## src/rtl/line_scheduler.sv

```systemverilog
// line_scheduler: walks a circular FIFO of board lines (rows then columns).
// For each line it sends a header word, then every stored option pattern, to
// an external solver. After the solver's verdict the line is dropped or
// re-queued. A watchdog on the number of line evaluations flags a solve that
// cannot converge.
module line_scheduler #(
  parameter int SIZE      = 3,
  parameter int MAX_OPTS  = 8,
  parameter int MAX_EVALS = 64,
  localparam int LINES    = 2 * SIZE,
  localparam int LW       = $clog2(LINES),
  localparam int OW       = $clog2(MAX_OPTS),
  localparam int EW       = $clog2(MAX_EVALS + 1),
  localparam int CW       = $clog2(LINES + 1)
) (
  input  logic               clk,
  input  logic               rst,
  input  logic               start,
  output logic [LW-1:0]      cnt_addr,
  input  logic [OW:0]        cnt_data,
  output logic [LW+OW-1:0]   opt_addr,
  input  logic [SIZE-1:0]    opt_data,
  output logic               started,
  output logic [SIZE-1:0]    option,
  output logic               valid_op,
  input  logic               put_back_to_FIFO,
  input  logic               solved,
  output logic               busy,
  output logic               done,
  output logic               stuck,
  output logic [EW-1:0]      evals
);

  typedef enum logic [2:0] {
    S_IDLE,
    S_INIT,
    S_FETCH,
    S_HDR,
    S_OPT,
    S_JUDGE,
    S_DONE,
    S_STUCK
  } state_t;

  state_t state_q, state_d;

  // Circular line FIFO; contents need no reset because occupancy guards them.
  logic [LW-1:0] fifo_q [LINES];
  logic [LW-1:0] head_q, tail_q;
  logic [CW-1:0] occ_q;

  logic [LW-1:0] cur_line_q;
  logic [OW:0]   opt_cnt_q;
  logic [OW-1:0] opt_idx_q;
  logic [OW-1:0] opt_idx_nxt;
  logic          first_hdr_q;
  logic [EW-1:0] evals_q;

  // Control strobes from the FSM into the datapath.
  logic do_init;
  logic do_pop;
  logic do_push;
  logic do_latch_cnt;
  logic adv_idx;
  logic inc_evals;
  logic clear_evals;

  // A count above the storage depth can never be walked, so it is clamped.
  logic [OW:0] cnt_eff;
  assign cnt_eff = (cnt_data > (OW+1)'(MAX_OPTS)) ? (OW+1)'(MAX_OPTS) : cnt_data;

  assign opt_idx_nxt = opt_idx_q + OW'(1);
  assign evals       = evals_q;

  function automatic logic [LW-1:0] ptr_inc(input logic [LW-1:0] p);
    return (p == LW'(LINES - 1)) ? '0 : p + LW'(1);
  endfunction

  // State register; reset drops any solve in flight.
  always_ff @(posedge clk) begin
    if (rst) begin
      state_q <= S_IDLE;
    end else begin
      state_q <= state_d;
    end
  end

  // Next-state logic, output words and datapath strobes per state.
  always_comb begin
    state_d      = state_q;
    do_init      = 1'b0;
    do_pop       = 1'b0;
    do_push      = 1'b0;
    do_latch_cnt = 1'b0;
    adv_idx      = 1'b0;
    inc_evals    = 1'b0;
    clear_evals  = 1'b0;
    cnt_addr     = '0;
    opt_addr     = '0;
    started      = 1'b0;
    option       = '0;
    valid_op     = 1'b0;
    busy         = 1'b0;
    done         = 1'b0;
    stuck        = 1'b0;

    case (state_q)
      S_IDLE: begin
        if (start) begin
          clear_evals = 1'b1;
          state_d     = S_INIT;
        end
      end

      S_INIT: begin
        busy    = 1'b1;
        do_init = 1'b1;
        state_d = S_FETCH;
      end

      S_FETCH: begin
        busy = 1'b1;
        if (occ_q == '0) begin
          state_d = S_DONE;
        end else if (evals_q == EW'(MAX_EVALS)) begin
          state_d = S_STUCK;
        end else begin
          do_pop   = 1'b1;
          cnt_addr = fifo_q[head_q];
          state_d  = S_HDR;
        end
      end

      S_HDR: begin
        busy         = 1'b1;
        valid_op     = 1'b1;
        option       = SIZE'(cur_line_q);
        started      = first_hdr_q;
        opt_addr     = {cur_line_q, OW'(0)};
        do_latch_cnt = 1'b1;
        if (cnt_eff == '0) begin
          inc_evals = 1'b1;
          state_d   = S_FETCH;
        end else begin
          state_d = S_OPT;
        end
      end

      S_OPT: begin
        busy     = 1'b1;
        valid_op = 1'b1;
        option   = opt_data;
        opt_addr = {cur_line_q, opt_idx_nxt};
        adv_idx  = 1'b1;
        if ({1'b0, opt_idx_q} == opt_cnt_q - (OW+1)'(1)) begin
          state_d = S_JUDGE;
        end
      end

      S_JUDGE: begin
        busy      = 1'b1;
        inc_evals = 1'b1;
        if (solved) begin
          state_d = S_DONE;
        end else begin
          do_push = put_back_to_FIFO;
          state_d = S_FETCH;
        end
      end

      S_DONE: begin
        done = 1'b1;
        if (start) begin
          clear_evals = 1'b1;
          state_d     = S_INIT;
        end
      end

      S_STUCK: begin
        stuck = 1'b1;
        if (start) begin
          clear_evals = 1'b1;
          state_d     = S_INIT;
        end
      end

      default: begin
        state_d = S_IDLE;
      end
    endcase
  end

  // FIFO storage: filled with 0..LINES-1 at the start of a solve, re-queued lines at the tail.
  always_ff @(posedge clk) begin
    if (do_init) begin
      for (int i = 0; i < LINES; i++) begin
        fifo_q[i] <= LW'(i);
      end
    end else if (do_push) begin
      fifo_q[tail_q] <= cur_line_q;
    end
  end

  // Pointers, occupancy, current line bookkeeping and the evaluation counter.
  always_ff @(posedge clk) begin
    if (rst) begin
      head_q      <= '0;
      tail_q      <= '0;
      occ_q       <= '0;
      cur_line_q  <= '0;
      opt_cnt_q   <= '0;
      opt_idx_q   <= '0;
      first_hdr_q <= 1'b0;
      evals_q     <= '0;
    end else begin
      if (do_init) begin
        head_q      <= '0;
        tail_q      <= '0;
        occ_q       <= CW'(LINES);
        first_hdr_q <= 1'b1;
      end
      if (do_pop) begin
        cur_line_q <= fifo_q[head_q];
        head_q     <= ptr_inc(head_q);
        occ_q      <= occ_q - CW'(1);
      end
      if (do_push) begin
        tail_q <= ptr_inc(tail_q);
        occ_q  <= occ_q + CW'(1);
      end
      if (do_latch_cnt) begin
        opt_cnt_q   <= cnt_eff;
        opt_idx_q   <= '0;
        first_hdr_q <= 1'b0;
      end
      if (adv_idx) begin
        opt_idx_q <= opt_idx_nxt;
      end
      if (clear_evals) begin
        evals_q <= '0;
      end else if (inc_evals) begin
        evals_q <= evals_q + EW'(1);
      end
    end
  end

endmodule

```

## config.mk

```make
export PLATFORM = sky130hd
export DESIGN_NAME = line_scheduler
export DESIGN_NICKNAME = d
export VERILOG_FILES = /design/src/rtl/line_scheduler.sv
export SDC_FILE = /design/constraint.sdc
export NUM_CORES = 1
export LEC_CHECK = 0
export ABC_CLOCK_PERIOD_IN_PS = 2300
export CAP_MARGIN = 20
export CORE_ASPECT_RATIO = 0.5
export CORE_MARGIN = 4
export CORE_UTILIZATION = 49
export CTS_BUF_LIST = sky130_fd_sc_hd__clkbuf_16
export DETAILED_ROUTE_END_ITERATION = 12
export HOLD_SLACK_MARGIN = 0.1
export PLACE_DENSITY = 0.72
export SLEW_MARGIN = 20
export SYNTH_ARGS = -nofsm -noshare
export SYNTH_HDL_FRONTEND = slang
export SYNTH_SLANG_ARGS = --single-unit
export TNS_END_PERCENT = 50
```

## constraint.sdc

```tcl
create_clock -name clk -period 2.3 [get_ports clk]
set_input_delay 0.46 -clock clk [delete_from_list [all_inputs] [get_ports clk]]
set_output_delay 0.46 -clock clk [all_outputs]
set_load 0.03 [all_outputs]
```

==> metrics.txt, run 1 <==
status finished, violations left; failing checks negative setup slack; Most used DFF post-synth dfxtp_1; initial antenna violation count 0; Setup Crit Path Kind flop to primary output; Seq pwr share 34.6%; Max IR drop VDD 0.0005708 V; DR WL/cell 14.59 um; max_cap viols 0; sequential share of the synthesized area 48.85%; Tightest Hold Check Type flop to flop; Final ANT Viol Nets 0; FF+latch count, synth 57; worst r2r path cells 8; Post-synth EDFFs 24; vias in the first global route around 2100; H-tree depth 3; Rel. slew slack 69.53%; HPWL Detailed 4343 um; Setup WS post-layout -62.84 ps; Worst Setup Start Kind flop; largest net degree at the start of global routing 15; IO Port Bufs 35; Max stage delay on crit path between 500 and 600 ps; P_sw 0.001269 W; Num CTS Buffers 9; fill cell count 429; combinational fraction of design power 30.2%; RR Endpoint head_q[2]$_SDFFE_PP0N_; Int Power between 0.002 and 0.003 W; drc violations 0; CP endpoint kind primary output; Worst Path Max Fanout 6; xor/xnor share of the synthesized area 4.027%; compound-gate portion of the synthesized area 8.805%; final worst-path cycle share 102.7%; Setup WS pre-CTS 98.28 ps; Core Footprint 5539 um^2; global-route wire length before repair 9860 um; worst hold start opt_cnt_q[1]$_SDFFE_PP0N_; power per cell area 1067 nW/um^2; Via Count 2214; ys async rst share 0%; Clk pin slew, worst setup/hold paths 50 ps; proportion of layout cells with a drive suffix above 1 23.63%; clock tree sinks 57; drt total wl 6127 um; Initial Utilization 51.05%; Final Net Count 361; Yosys cell types 51; Post-Synth Adder-Cell Area 3.097%; DIE WIDTH 115.4 um; Final Hold Fails 0; Root Buffer Master clkbuf_16; Period minus WS final between 2000 and 2500 ps; CP Cell Sequence inv_2 -> ha_2 -> and2_4 -> a2111o_2 -> nor2_4 -> buf_6; P_leak 1.418 nW; pins over their slew limit 0; WHS Path Cells 2; Antenna Cells 0; CP max stage cell a2111o_2; Crit path required time 1840 ps; CTS Buffer Depth 2; die footprint 7124 um^2; Simple-Gate Fraction of Synth Area 24.16%; most frequent cells in the layout nor2_1, buf_4, nand2_1, dfxtp_1, edfxtp_1; std cell rows 19; gpl congestion 0.7600; Setup TNS Final -145.2 ps; clock skew around 4.7 ps; Post-Syn Area per Cell 9.818 um^2; Data arrival, critical path 1900 ps; Mapped Cells 288; Sw Ratio 32.10%; DR vias/cell 5.271; mux contribution to synthesized area 6.903%; Max Freq 0.4232 GHz; WHS Endpoint opt_cnt_q[1]$_SDFFE_PP0N_; FF-to-FF setup slack 170 ps; GR Overflow Total 0; synthesized area approximately 2800 um^2; CTS tree yes; most common cell after layout, fill and taps aside nor2_1; RSZ-0062 raised after global routing yes; synthesis warning total 0; RR Startpoint evals[1]$_SDFFE_PP0P_; largest family of logic cells by synthesized area simple AND/OR/NAND/NOR gates; share of total power in the clock network 35.2%; Top Ports 36; synthesis-to-finish area growth 31.02%; worst skew pair latency 330 ps; drt initial violations 143; count of final setup violators 3; Initial DRT Pass Iterations 4; DIE HEIGHT just over 60 um; GRT Total Usage about 18%; Net Count, Synth 307; Slew @ Worst Pin 452.9 ps
flip-flops by register name, indices dropped and copies added, names as in the netlist, named ones only:
register     flops
state_q          3
fifo_q          24
occ_q            3
cur_line_q       3
evals            7
tail_q           3
opt_cnt_q        4
opt_idx_q        3
first_hdr_q      1
head_q           3
routing by layer:
metal	GRT usage (%)	vias to the layer above	part of all wire [%]
met5	0	-	0
met4	6.856	0	1.5
met3	5.899	10	4.5
met2	30.26	45	47
met1	23.15	1041	47
li1	-	1118	-
power by group through the flow:
stage | Sequential [W] | Clock (W) | Combinational (W)
finish | 0.00137 | 0.00139 | 0.00119
global route | 0.00139 | 0.00145 | 0.00131
CTS | 0.00136 | 0.00141 | 0.00114
detailed placement | 0.00138 | 0 | 0.00112
global placement | 0.00137 | 0 | 0.00110
floorplan | 0.00129 | 0 | 0.000865
worst max-delay path, delay by kind of cell (launching register included):
kind                     cells  cell delay (ps)
adder cells (fa/ha/maj)      1              160
AO/OA/AOI/OAI                1              590
AND/OR/NAND/NOR              2              310
flip-flops                   1              330
buffers and inverters        2              170
cells in the mapped netlist (6+ instances only):
cell,instances,area (um^2)
nor3_1,7,35.03
inv_1,11,41.29
mux2i_1,6,60.06
nand2_1,26,97.59
mux4_2,6,135.1
and2_1,14,87.58
o21ai_0,6,30.03
a21oi_1,18,90.09
nor2_1,44,165.2
xor2_1,8,70.07
ha_1,7,87.58
edfxtp_1,24,720.7
dfxtp_1,33,660.6
through the flow:
stage          cells  power, W  cell area (um^2)  utilization (%)  hold WS, ps
6_report         420  0.003954              3705            66.88        479.2
5_1_grt          420  0.004143              3705            66.88        498.0
4_1_cts          418  0.003910              3652            65.94        479.3
3_5_place_dp     398  0.002500              3293            59.45        472.2
3_3_place_gp     398  0.002472              3293            59.45        458.3
2_1_floorplan    288  0.002155              2835                -        445.0
how the worst max path moves through the flow:
stage,start,to,slack [ps],cells after the start
finish,evals[1]$_SDFFE_PP0P_,cnt_addr[0],-60,6
global route,evals[1]$_SDFFE_PP0P_,cnt_addr[0],-110,6
CTS,evals[1]$_SDFFE_PP0P_,cnt_addr[1],-60,6
detailed placement,solved,fifo_q[2][1]$_SDFFCE_PN1P_,100,6
global placement,solved,fifo_q[0][1]$_SDFFCE_PN0P_,140,6
floorplan,evals[0]$_SDFFE_PP0P_,cnt_addr[1],-50,6
cell families after synthesis:
group	after synthesis
AOI/OAI and AO/OA	40
buffers and inverters	25
xor gates and xnor gates	13
DFF	57
adders and majority gates	7
muxes	12
and+or+nand+nor	134
area by class of cell:
class / count / area [um^2] / area share (%)
Timing Repair Buffer: 57 / 496.7 / 13.41
Clock inverter: 7 / 85.08 / 2.297
Clock buffer: 9 / 225.2 / 6.079
Sequential cell: 57 / 1390 / 37.52
Inverter: 11 / 41.29 / 1.114
Tap cell: 73 / 91.34 / 2.465
Multi-Input combinational cell: 206 / 1375 / 37.12
what timing repair did:
item	in CTS	in global routing
resized for setup	16	12
endpoints found under the hold margin	0	0
setup buffers	4	2
setup endpoints to repair	11	12
pin swaps	4	2
gates cloned	0	0
hold buffers	0	0
(Power assumes the default switching activity.)
==> run 2: changes to the inputs <==
- DONT_BUFFER_PORTS: default -> 1
- PLACE_DENSITY: 0.72 -> default
==> run 2 against run 1 <==
The flow now finishes without violations. Critical path depth stayed put. Setup slack better by 84 ps. Wire length up 6.3%. Combinational power barely moved. Cell count is 4.0% lower. Maximum frequency grew 3.7%. Sequential share of layout area up 2.1 points. Clock power decreased by 8%.
==> metrics.txt, run 2 (synthesis results as in run 1) <==
status finished clean; DR WL/cell 16.17 um (+11%); DIE HEIGHT 61.72 um (unchanged); most common cell after layout, fill and taps aside nor2_1; CTS tree yes; vias in the first global route 2113 (-0.98%); die footprint 7124 um^2 (unchanged); GRT Total Usage 20.10% (+1.8 points); pins over their slew limit 0 (unchanged); max FFs per register 24 (unchanged); final worst-path cycle share 99.08% (-3.7 points); Clk pin slew, worst setup/hold paths 50 ps (about the same); Worst Setup SP evals[0]$_SDFFE_PP0P_; fill cell count 449 (+4.7%); hold buffers post-CTS 0 (unchanged); synthesis-to-finish area growth 23.89%; Setup Crit Path Kind flop to primary output; initial antenna violation count 0 (unchanged); P_sw 0.001274 W (+0.42%); Hold Worst Slack 198.7 ps (-280.5 ps); Worst Setup EP cnt_addr[1]; Seq pwr share 35.2% (+0.6 points); combinational fraction of design power 31.5% (+1.3 points); drt initial violations 101 (-29%); IO Port Bufs 0 (-100%); DR vias/cell 5.511 (+4.5%); Worst Path Max Fanout 4 (-2); drc violations 0 (unchanged); placed inst area 3038 um^2 (-7.8%); Crit path required time 1840 ps (about the same); largest register by flop count fifo_q; Antenna Cells 0 (unchanged); Final Hold Fails 0 (unchanged); largest net degree at the start of global routing 27 (+12); clock tree sinks 57 (unchanged); P_leak 1.323 nW (-6.7%); FF-to-FF setup slack 220 ps (+50 ps); most frequent cells in the layout nor2_1, buf_4, dfxtp_1; worst skew pair latency 330 ps (about the same); CTS Buffer Depth 2 (unchanged); post-route cell area 3503 um^2 (-5.4%); Initial DRT Pass Iterations 4 (unchanged); Final ANT Viol Nets 0 (unchanged); Int Power 0.002560 W (-4.7%); worst r2r path cells 4 (-4); RR Startpoint state_q[2]$_SDFFE_PP0P_; H-tree depth 3 (unchanged); sequential cell area 1389 um^2 (about the same); DIE WIDTH 115.4 um (unchanged); RSZ-0062 raised after global routing yes; count of final setup violators 0 (-3); GR Overflow Total 0 (unchanged); global-route wire length before repair 10490 um (+6.4%); Via Count 2221 (+0.32%); Num CTS Buffers 9 (unchanged); Worst Setup Start Kind flop; Period minus WS final 2279 ps (-83.99 ps); area occupied by multi-input gates 1383 um^2 (+0.55%); std cell rows 19 (unchanged); Data arrival, critical path 1820 ps (-80 ps); CP endpoint kind primary output; Final Net Count 344 (-4.7%); Sw Ratio 33.24% (+1.1 points); drt total wl 6515 um (+6.3%); HPWL Detailed 4428 um (+2.0%); max_cap viols 0 (unchanged); Max Freq 0.4388 GHz (+3.7%); RR Endpoint fifo_q[0][0]$_SDFFCE_PN0P_; Root Buffer Master clkbuf_16; Rel. slew slack 57.51% (-12 points); Core Footprint 5539 um^2 (unchanged); Slew @ Worst Pin 631.9 ps (+179.0 ps); Tightest Hold Check Type input port to flop; gpl congestion 0.7768 (+2.2%); Max IR drop VDD 0.0005324 V (-6.7%); power per cell area 1094 nW/um^2 (+2.5%); clock skew 4.076 ps (-0.6653 ps); share of total power in the clock network 33.3% (-1.9 points); Initial Utilization 51.05% (unchanged); proportion of layout cells with a drive suffix above 1 27.58% (+3.9 points); Top Ports 36 (unchanged)
run 2: worst min-delay path by stage:
| stage | startpoint | end | depth (start not counted) |
|---|---|---|---|
| 2_1_floorplan | opt_cnt_q[1]$_SDFFE_PP0N_ | opt_cnt_q[1]$_SDFFE_PP0N_ | 2 |
| 3_5_place_dp | opt_cnt_q[3]$_SDFFE_PP0N_ | opt_cnt_q[3]$_SDFFE_PP0N_ | 2 |
| 5_1_grt | rst | occ_q[0]$_SDFFE_PP0P_ | 1 |
| 4_1_cts | rst | occ_q[0]$_SDFFE_PP0P_ | 1 |
| 3_3_place_gp | opt_cnt_q[3]$_SDFFE_PP0N_ | opt_cnt_q[3]$_SDFFE_PP0N_ | 2 |
| 6_report | rst | occ_q[0]$_SDFFE_PP0P_ | 1 |
run 2: power groups by stage:
stage          clock network, W  logic [W]  registers, W
2_1_floorplan                 0   0.000865       0.00129
3_3_place_gp                  0    0.00102       0.00135
3_5_place_dp                  0    0.00104       0.00136
4_1_cts                 0.00130    0.00119       0.00135
5_1_grt                 0.00134    0.00133       0.00137
6_report                0.00128    0.00121       0.00135
run 2: what timing repair did:
item                       in CTS  in global routing
gates resized for setup        15                  8
setup endpoints to repair       3                  7
pin swaps                       6                  5
cloned                          0                  0
hold endpoints to repair        0                  0
buffers inserted               13                  2
run 2: per-stage QoR:
step / power, W / TNS (ps) / instances / setup slack (ps) / util, %
floorplan: 0.002155 / -115.3 / 288 / -45.83 / -
global placement: 0.002369 / 0 / 372 / 281.4 / 54.85
detailed placement: 0.002404 / 0 / 372 / 219.6 / 54.85
CTS: 0.003830 / 0 / 401 / 5.403 / 62.44
global route: 0.004047 / -108.2 / 403 / -38.55 / 63.25
finish: 0.003834 / 0 / 403 / 21.15 / 63.25
run 2: routing by layer:
layer,GRT usage [%],part of all wire (%),vias up
met5,0,0,-
met4,7.692,1.6,0
met3,8.221,5.8,13
met2,31.09,45,58
met1,25.84,47,1065
li1,-,-,1085
run 2: layout make-up:
type	instances	area share, %
clock buffer	9	6.429
timing repair buffer	40	8.893
inverter	11	1.179
tap	73	2.607
sequential	57	39.64
clock inverter	7	1.786
multi-input combinational	206	39.46
run 2: worst max-delay path, cell delays in order, from the launching register on:
cell and delay [ps]:
dfxtp_2 340, inv_2 60, ha_4 150, and2_4 130, a2111o_1 490, nor2_2 190
buf_6 150
==> RTL edit, RTL diff (config.mk and constraints of run 2) <==
`SIZE`: 3 -> 2.
--- a/src/rtl/line_scheduler.sv
+++ b/src/rtl/line_scheduler.sv
@@ -6,3 +6,3 @@
 module line_scheduler #(
-  parameter int SIZE      = 3,
+  parameter int SIZE      = 2,
   parameter int MAX_OPTS  = 8,
Ports: changed (resized cnt_addr, opt_addr, opt_data and option); port bits go from 36 to 32. No check against the original RTL was run, so the function may have changed too.
==> RTL edit against run 2 <==
Sequential power fell by 45%; global-route usage fell by 2.8 points; synthesized area fell by 29%; total power fell by 51%; wire length fell by 36%; cell area fell by 33%; sequential cell count fell by 20; via count fell by 29%; setup slack improved by 0.051 ns; critical endpoint is now cnt_addr[0]; largest cell class is now multi-input gates.
==> RTL edit: results (changes against run 2) <==
Status
  • Outcome: completed

Timing
  • Worst slew margin: 58.3% (+0.83 points)
  • Setup Skew: 0.00387 ns (-0.000209 ns)

Global routing
  • Number of global-route vias before repair: 1518 (-28%)
  • All-Layer GR Usage: 17.3% (-2.8 points)
  • Global-route wire length before repair: 6980 um (-33%)
  • Initial antenna violation count: 0 (unchanged)
  • Largest net degree at the start of global routing: 22 (-19%)

Clock network
  • Post-CTS Setup Bufs: 0 (-13)
  • H-Tree Depth: 2 (-1)

Placed design
  • Area after DPL: 2160 sq um (-29%)
  • Dpl ws: 0.0692 ns (-0.150 ns)
  • Placed Cells incl. Taps: 288 (-23%)
  • Post-DP HPWL: 3090 um (-30%)
  • GP Congestion: 0.804 (+3.5%)

Route
  • Vias per Instance: 5.36 (-2.8%)
  • Drt total wl: 4140 um (-36%)
  • Routed WL per cell: 14.0 um (-14%)

Setup path
  • Worst Path Arrival: 1.77 ns (-0.05 ns)
  • Crit-path max FO: 9 (+5)

Final layout
  • Area of the multi-input gates: 1090 sq um (-21%)
  • # fillers: 376 (-16%)
  • Fin nets: 261 (-24%)

Pwr
  • Worst vdd ir: 0.362 mV (-32%)
  • Static Leak: 0.924 nW (-30%)
  • NetSw: 0.524 mW (-59%)

Synth
  • Top cells by area in the synthesized netlist: dfxtp_1 (29%), edfxtp_1 (12%), ha_1 (5.6%)
  • Avg Inst Size Synth: 8.97 sq um (-8.7%)
  • Number of synthesized flops with an enable pin: 8 (-67%)
  • Synth cell count leaders: dfxtp_1 (29), nor2_1 (25), a21oi_1 (19)
  • Synth Net Count: 243 (-21%)
  • Synth unique cells: 47 (-7.8%)
  • Sequential area share after synthesis: 41.1% (-7.8 points)
==> RTL edit: layout make-up <==
class / count / share of cell area (%)
multi-input cells: 165 / 46.6
flip-flops and latches: 37 / 35.0
repair buffers: 21 / 6.87
clock buffers: 5 / 5.33
well taps: 54 / 2.88
inverters: 11 / 1.76
clock inverters: 3 / 1.60
==> RTL edit: path summary, 6_finish.rpt <==
kind | slack, ns | cells past startpoint | start | end
setup / recovery | 0.07 | 5 | evals[2] | cnt_addr[0]
hold / removal | 0.25 | 1 | rst | opt_cnt_q[2]
setup reg to reg | 0.45 | 6 | state_q[2] | evals[6]
hold reg to reg | 0.45 | 2 | first_hdr_q | first_hdr_q
==> RTL edit: routing by layer <==
layer	global-route usage [%]	up-vias	share of wire, %
met4	6.80	0	1.1
met3	6.97	4	6.6
li1	-	819	-
met1	21.5	733	50
met5	0	-	0
met2	27.1	30	42
==> RTL edit: what timing repair did <==
action | 4_1_cts | 5_1_grt
cloned | 0 | 0
gates resized for setup | 3 | 4
setup endpoints to repair | 5 | 2
pin swaps | 0 | 0
==> RTL edit: power groups by stage <==
stage,combinational [mW],sequential [mW],clock [mW]
global route,0.442,0.742,0.788
floorplan,0.311,0.750,0
CTS,0.400,0.737,0.763
detailed placement,0.393,0.751,0
global placement,0.387,0.748,0
finish,0.404,0.738,0.750
==> RTL edit: worst max-delay path, cell delays in order, from the launching register on <==
cell and delay, ns:
dfxtp_1 0.31, or4_4 0.55, o211ai_4 0.20, buf_4 0.21, a211oi_4 0.05, buf_6 0.16
==> RTL edit: cells by family after synthesis <==
logic type / after synthesis / share of synthesized area (%)
mux: 4 / 2.07
compound gates: 45 / 15.0
xor+xnor: 11 / 4.82
fa+ha+maj: 9 / 5.63
buf+inv: 21 / 5.51
simple gates: 96 / 25.9
flops: 37 / 41.1
